## src/rtl/counter_mode_controller.sv

```systemverilog
// Four-mode counter sequencer (mod-LO/mod-HI, up/down) with valid/ready mode-change requests.
// Optional feature macro: AUTO_CYCLE_EN (advance to the next mode at every terminal count in RUN).
module counter_mode_controller #(
  parameter int WIDTH  = 4,
  parameter int MOD_LO = 5,
  parameter int MOD_HI = 10
) (
  input  logic             clk,
  input  logic             clear,
  input  logic             en,
  input  logic             req_valid,
  output logic             req_ready,
  input  logic [1:0]       req_mode,
  input  logic             req_force,
  output logic [WIDTH-1:0] cnt,
  output logic [1:0]       mode,
  output logic             tc,
  output logic             switch_done
);

  typedef enum logic {RUN, PEND} state_t;

  localparam logic [WIDTH-1:0] LO_LAST = WIDTH'(MOD_LO - 1);
  localparam logic [WIDTH-1:0] HI_LAST = WIDTH'(MOD_HI - 1);
  localparam logic [WIDTH-1:0] ONE     = WIDTH'(1);

  state_t           state, state_n;
  logic [WIDTH-1:0] cnt_n, stepped;
  logic [1:0]       mode_n, pend_mode, pend_mode_n;
  logic             pend_force, pend_force_n;
  logic             switch_done_n;
  logic             apply;

  // Mode bit 0 selects down-counting, bit 1 selects the HI modulus
  function automatic logic [WIDTH-1:0] start_of(input logic [1:0] m);
    if (!m[0]) return '0;
    return m[1] ? HI_LAST : LO_LAST;
  endfunction

  function automatic logic [WIDTH-1:0] term_of(input logic [1:0] m);
    if (m[0]) return '0;
    return m[1] ? HI_LAST : LO_LAST;
  endfunction

  assign tc        = (cnt == term_of(mode));
  assign req_ready = (state == RUN);
  assign apply     = (state == PEND) && (pend_force || !en || tc);

  always_comb begin
    stepped = cnt;
    if (en) begin
      if (tc)           stepped = start_of(mode);
      else if (mode[0]) stepped = cnt - ONE;
      else              stepped = cnt + ONE;
    end
  end

  always_comb begin
    state_n       = state;
    cnt_n         = stepped;
    mode_n        = mode;
    pend_mode_n   = pend_mode;
    pend_force_n  = pend_force;
    switch_done_n = 1'b0;
    case (state)
      RUN: begin
        if (req_valid) begin
          pend_mode_n  = req_mode;
          pend_force_n = req_force;
          state_n      = PEND;
        end
`ifdef AUTO_CYCLE_EN
        if (en && tc) begin
          mode_n        = mode + 2'd1;
          cnt_n         = start_of(mode + 2'd1);
          switch_done_n = 1'b1;
        end
`endif
      end
      PEND: begin
        // The apply load replaces any wrap or auto-advance on this edge
        if (apply) begin
          mode_n        = pend_mode;
          cnt_n         = start_of(pend_mode);
          switch_done_n = 1'b1;
          state_n       = RUN;
        end
      end
      default: state_n = RUN;
    endcase
  end

  always_ff @(posedge clk) begin
    if (clear) begin
      state       <= RUN;
      cnt         <= '0;
      mode        <= 2'd0;
      pend_mode   <= 2'd0;
      pend_force  <= 1'b0;
      switch_done <= 1'b0;
    end else begin
      state       <= state_n;
      cnt         <= cnt_n;
      mode        <= mode_n;
      pend_mode   <= pend_mode_n;
      pend_force  <= pend_force_n;
      switch_done <= switch_done_n;
    end
  end

endmodule
```

## config.mk

```make
export PLATFORM = sky130hd
export DESIGN_NAME = counter_mode_controller
export DESIGN_NICKNAME = d
export VERILOG_FILES = /design/src/rtl/counter_mode_controller.sv
export SDC_FILE = /design/constraint.sdc
export NUM_CORES = 1
export LEC_CHECK = 0
export ABC_AREA = 1
export BUFFER_PORTS_ARGS = -buffer_cell sky130_fd_sc_hd__buf_2
export CORE_ASPECT_RATIO = 1.1
export CORE_MARGIN = 3
export CORE_UTILIZATION = 46
export CTS_CLUSTER_DIAMETER = 50
export CTS_CLUSTER_SIZE = 24
export DETAILED_ROUTE_END_ITERATION = 16
export PLACE_DENSITY = 0.66
export SLEW_MARGIN = 20
export SYNTH_ARGS = -nofsm -noshare
export SYNTH_HDL_FRONTEND = slang
export SYNTH_SLANG_ARGS = --single-unit
```

## constraint.sdc

```tcl
create_clock -name clk -period 4 [get_ports clk]
set_input_delay 0.8 -clock clk [delete_from_list [all_inputs] [get_ports clk]]
set_output_delay 0.8 -clock clk [all_outputs]
set_load 0.02 [all_outputs]
```

Yosys cells after proc, flatten, opt, wreduce, memory -nomap -nowiden:

Cells that the tools add are included.

* input port bits: 7
* bits in registers: 11
* logic and storage cells: 41
* output and inout port bits: 9

* $add $sub $neg: 2
* multiplexer cells: 24
* reduce and logical (&&, ||, !) cells: 7
* equality and inequality tests: 1
* bitwise logic cells: 1

Operators with widths (count)
* $mux W4: 13
* $mux W1: 10
* $add A4 B1 Y4 const B: 1
* $eq A4 B4 Y1: 1
* $reduce_and A2 Y1: 2
* $sub A4 B1 Y4 const B: 1
* $logic_or A1 B1 Y1: 2
* $pmux W1 S2: 1
* $reduce_or A2 Y1: 1
* $logic_and A1 B1 Y1: 1
* $logic_not A1 Y1: 1
* $not A1 Y1: 1

Logic depth before layout (Yosys ltp):

* word-level depth: 10
* depth in mapped cells: 11
* mapped depth without buffers: 11

Worst setup path before layout:

Ideal clock, no wire load.

* kind: register to output
* start: reg mode[0]
* end: out tc
* path slack: 1.976 ns
* arrival: 1.224 ns
* required time: 3.200 ns
* path buffers: 0
* stages on the path, launching flop included: 7
* path through: dfxtp_1 inv_2 nand2_2 nor2_1 nor2_2 nand3_4 inv_1

* cells in the longest elaborated chain, start to end: 3

RTL lines
* from (decl): line 16 `output logic [1:0] mode,`
* from (signal assigned): line 104 `mode <= mode_n;`
* $mux W1: line 41 `if (m[0]) return '0;`
* $mux W4: line 42 `return m[1] ? HI_LAST : LO_LAST;`
* $eq A4 B4 Y1: line 45 `assign tc = (cnt == term_of(mode));`
* to (decl): line 17 `output logic tc,`

No other way between the ends.

Worst setup path after layout:

Ends and elaborated chain as after synthesis.

==> results.yml <==
status:
  status: "completed"
floorplanning:
  pin_count: 16
  die_y_um: 46.3
  die_area_um2: 1980
  num_rows: 13
  die_w_um: 42.7
  start_util: 0.530
  coreArea_um2: 1280
grt:
  grt_pass1_vias: 598
  antenna_found_initial: 0
  globalRoute.totalOverflow: 0
  grt_pass1_wl_um: 2300
  grt_start_max_net_pins: 12
  grt_use_total: 0.156
logic_synthesis:
  synth_edf_count: 0
  post-synth-top-area-cell: "dfxtp_1"
  yosysWarnings: 0
  synth_top_area_share: 0.324
  netlist_instances: 102
  syn-num-nets: 112
  synth_area_leaders: "dfxtp_1 (32%), nand2_1 (13%), inv_1 (9.9%)"
  ys_types: 20
  syn_area_um2: 681
  ys_seq_area_frac: 0.324
  synth_ff_type: "dfxtp_1"
  synth-seq-cells: 11
  async_flop_share: 0
  syn_avg_cell_area_um2: 6.67
route:
  vias_per_cell: 4.80
  initialDrtViolationCount: 9
  wl_per_cell_um: 10.0
  drc_errors: 0
  dr_total_vias: 653
  drtAntennaViolNets: 0
  dr.pass1.iters: 4
  routed_wl_um: 1360
clocking:
  cts_tree: "built"
  ctsResizeCount: 0
  htreeDepth: 1
  cts-root-buf: "clkbuf_4"
  cts_buffers: 3
  cts_sinks: 11
  postCtsHoldBufs: 0
  clock_latency_ps: 260
  path_clk_slew_ps: 60
  clockBufferDepth: 2
  post_cts_buffers: 0
worst_setup_path:
  cp_cell_sequence: "inv_2 -> nand2_2 -> nor2_1 -> nor2_2 -> nand3_4 -> inv_1 -> buf_2"
  critPathMaxStageDelay_ps: 530
  endpoint_kind: "output pin"
  reg2reg_slack_ps: 2320
  critPathMaxFanout: 11
  crit_arrival_ps: 1520
  critPathLaunchType: "register"
  cp_top_family: "flip-flops"
  path_buf_inv: 3
  critPathRequiredTime_ps: 3200
  crit_slowest_cell: "dfxtp_1"
  timing_worst_setup_path_type: "reg -> out"
timing:
  timing.fmax_mhz: 431
  min_period_over_period: 0.579
  timing.hold.ws_ps: 506
  rsz0062_at_grt: "false"
  setup_tns_ps: 0
  tightest_slew_ps: 352
  relSlewSlack: 0.765
  setup_violations: 0
  min_period_ps: 2320
  finalHoldViolations: 0
  skew_ps: 2.71
  drv_slew: 0
layout:
  multi_input_area_um2: 384
  nFillCells: 137
  seqCellArea_um2: 220
  fin_nets: 132
  antenna_cells: 0
  syn2layout_area_growth_pct: 17.6
  final_layout_size_suffix_gt1_frac: 0.231
pwr:
  powerDensity_nw_per_um2: 354
  peakVddDrop_uv: 243
  p_leak_nw: 0.457
placement:
  port_buffers: 15
  routabilityCongestion: 0.780
  dp_hpwl_um: 1120
hold_path:
  worstHoldPathType: "reg -> reg"
job:
  drv_cap: 0
path summary, 6_finish.rpt:
check                             from                 to  depth (start not counted)
max reg2reg       mode[0]$_SDFFE_PP0P_  cnt[3]$_SDFF_PP0_                          9
max               mode[0]$_SDFFE_PP0P_                 tc                          7
min reg2reg  pend_mode[0]$_SDFFE_PP0P_  cnt[2]$_SDFF_PP0_                          2
min          pend_mode[0]$_SDFFE_PP0P_  cnt[2]$_SDFF_PP0_                          2
where the power goes:
| part | total (W) | internal [W] | switching [W] |
|---|---|---|---|
| Sequential | 0.000131 | 0.000119 | 0.0000120 |
| Clock | 0.0000738 | 0.0000386 | 0.0000352 |
| Combinational | 0.0000794 | 0.0000302 | 0.0000491 |
| Total | 0.000284 | 0.000187 | 0.0000964 |
sequential cells by signal, summed over array words and instances (netlist names):
name and cells:
cnt 4, mode 2, pend_force 1, pend_mode 2, state 1, switch_done 1
cells in the final DEF (no fill, tap or decap), drive strengths merged:
| master | count |
|---|---|
| ha | 2 |
| a21oi | 8 |
| nand4 | 2 |
| fa | 1 |
| nand2 | 29 |
| dfxtp | 11 |
| clkinv | 1 |
| inv | 19 |
| or2 | 1 |
| xnor2 | 1 |
| nand3 | 9 |
| o22ai | 2 |
| clkbuf | 4 |
| o21ai | 6 |
| nor2 | 10 |
| buf | 15 |
Yosys cell counts, types with 2 or more instances:
cell / number
nor2_1: 9
o22ai_1: 2
nand2_2: 3
nand2_4: 2
ha_1: 2
o21ai_0: 5
inv_1: 18
dfxtp_1: 11
nand4_1: 2
a21oi_1: 8
nand2_1: 24
nand3_1: 8
cells by family (layout without fill, tap and decap cells):
group,after synthesis,after routing,synth area share
buffers and inverters,20,39,0.112
XOR/XNOR,1,1,0.0129
adder cells (fa/ha/maj),3,3,0.0662
AO/OA/AOI/OAI,16,16,0.121
flip-flops,11,11,0.324
AND/OR/NAND/NOR,51,51,0.364
layer usage:
| layer | vias up | global-route usage | wire length [µm] |
|---|---|---|---|
| met4 | 0 | 0.118 | 27 |
| met3 | 4 | 0.0234 | 62 |
| met1 | 272 | 0.167 | 600 |
| li1 | 360 | - | - |
| met2 | 17 | 0.278 | 670 |
| met5 | - | 0 | 0 |
through the flow:
step	total power, W	cell area [µm²]	utilization	setup slack (ps)	instances
floorplan	0.000191	681	-	1980	102
global placement	0.000212	774	0.603	1990	132
detailed placement	0.000213	774	0.603	1970	132
CTS	0.000287	801	0.623	1670	136
global route	0.000305	801	0.623	1520	136
finish	0.000284	801	0.623	1680	136
worst register-to-register path, cell delays in order (launching register included):
cell     delay (ps)
dfxtp_1         530
ha_1            320
or2_2           290
nand2_1          70
nand2_1          40
nand2_1          60
nand2_1          50
nand3_1          70
nand3_1          70
a21oi_1         110
layout make-up:
class	count	share of cell area
multi-input cells	71	0.480
flip-flops and latches	11	0.275
inverters	20	0.0953
repair buffers	15	0.0938
clock buffers	4	0.0328
well taps	15	0.0234
Power figures use the tool's default switching activity.
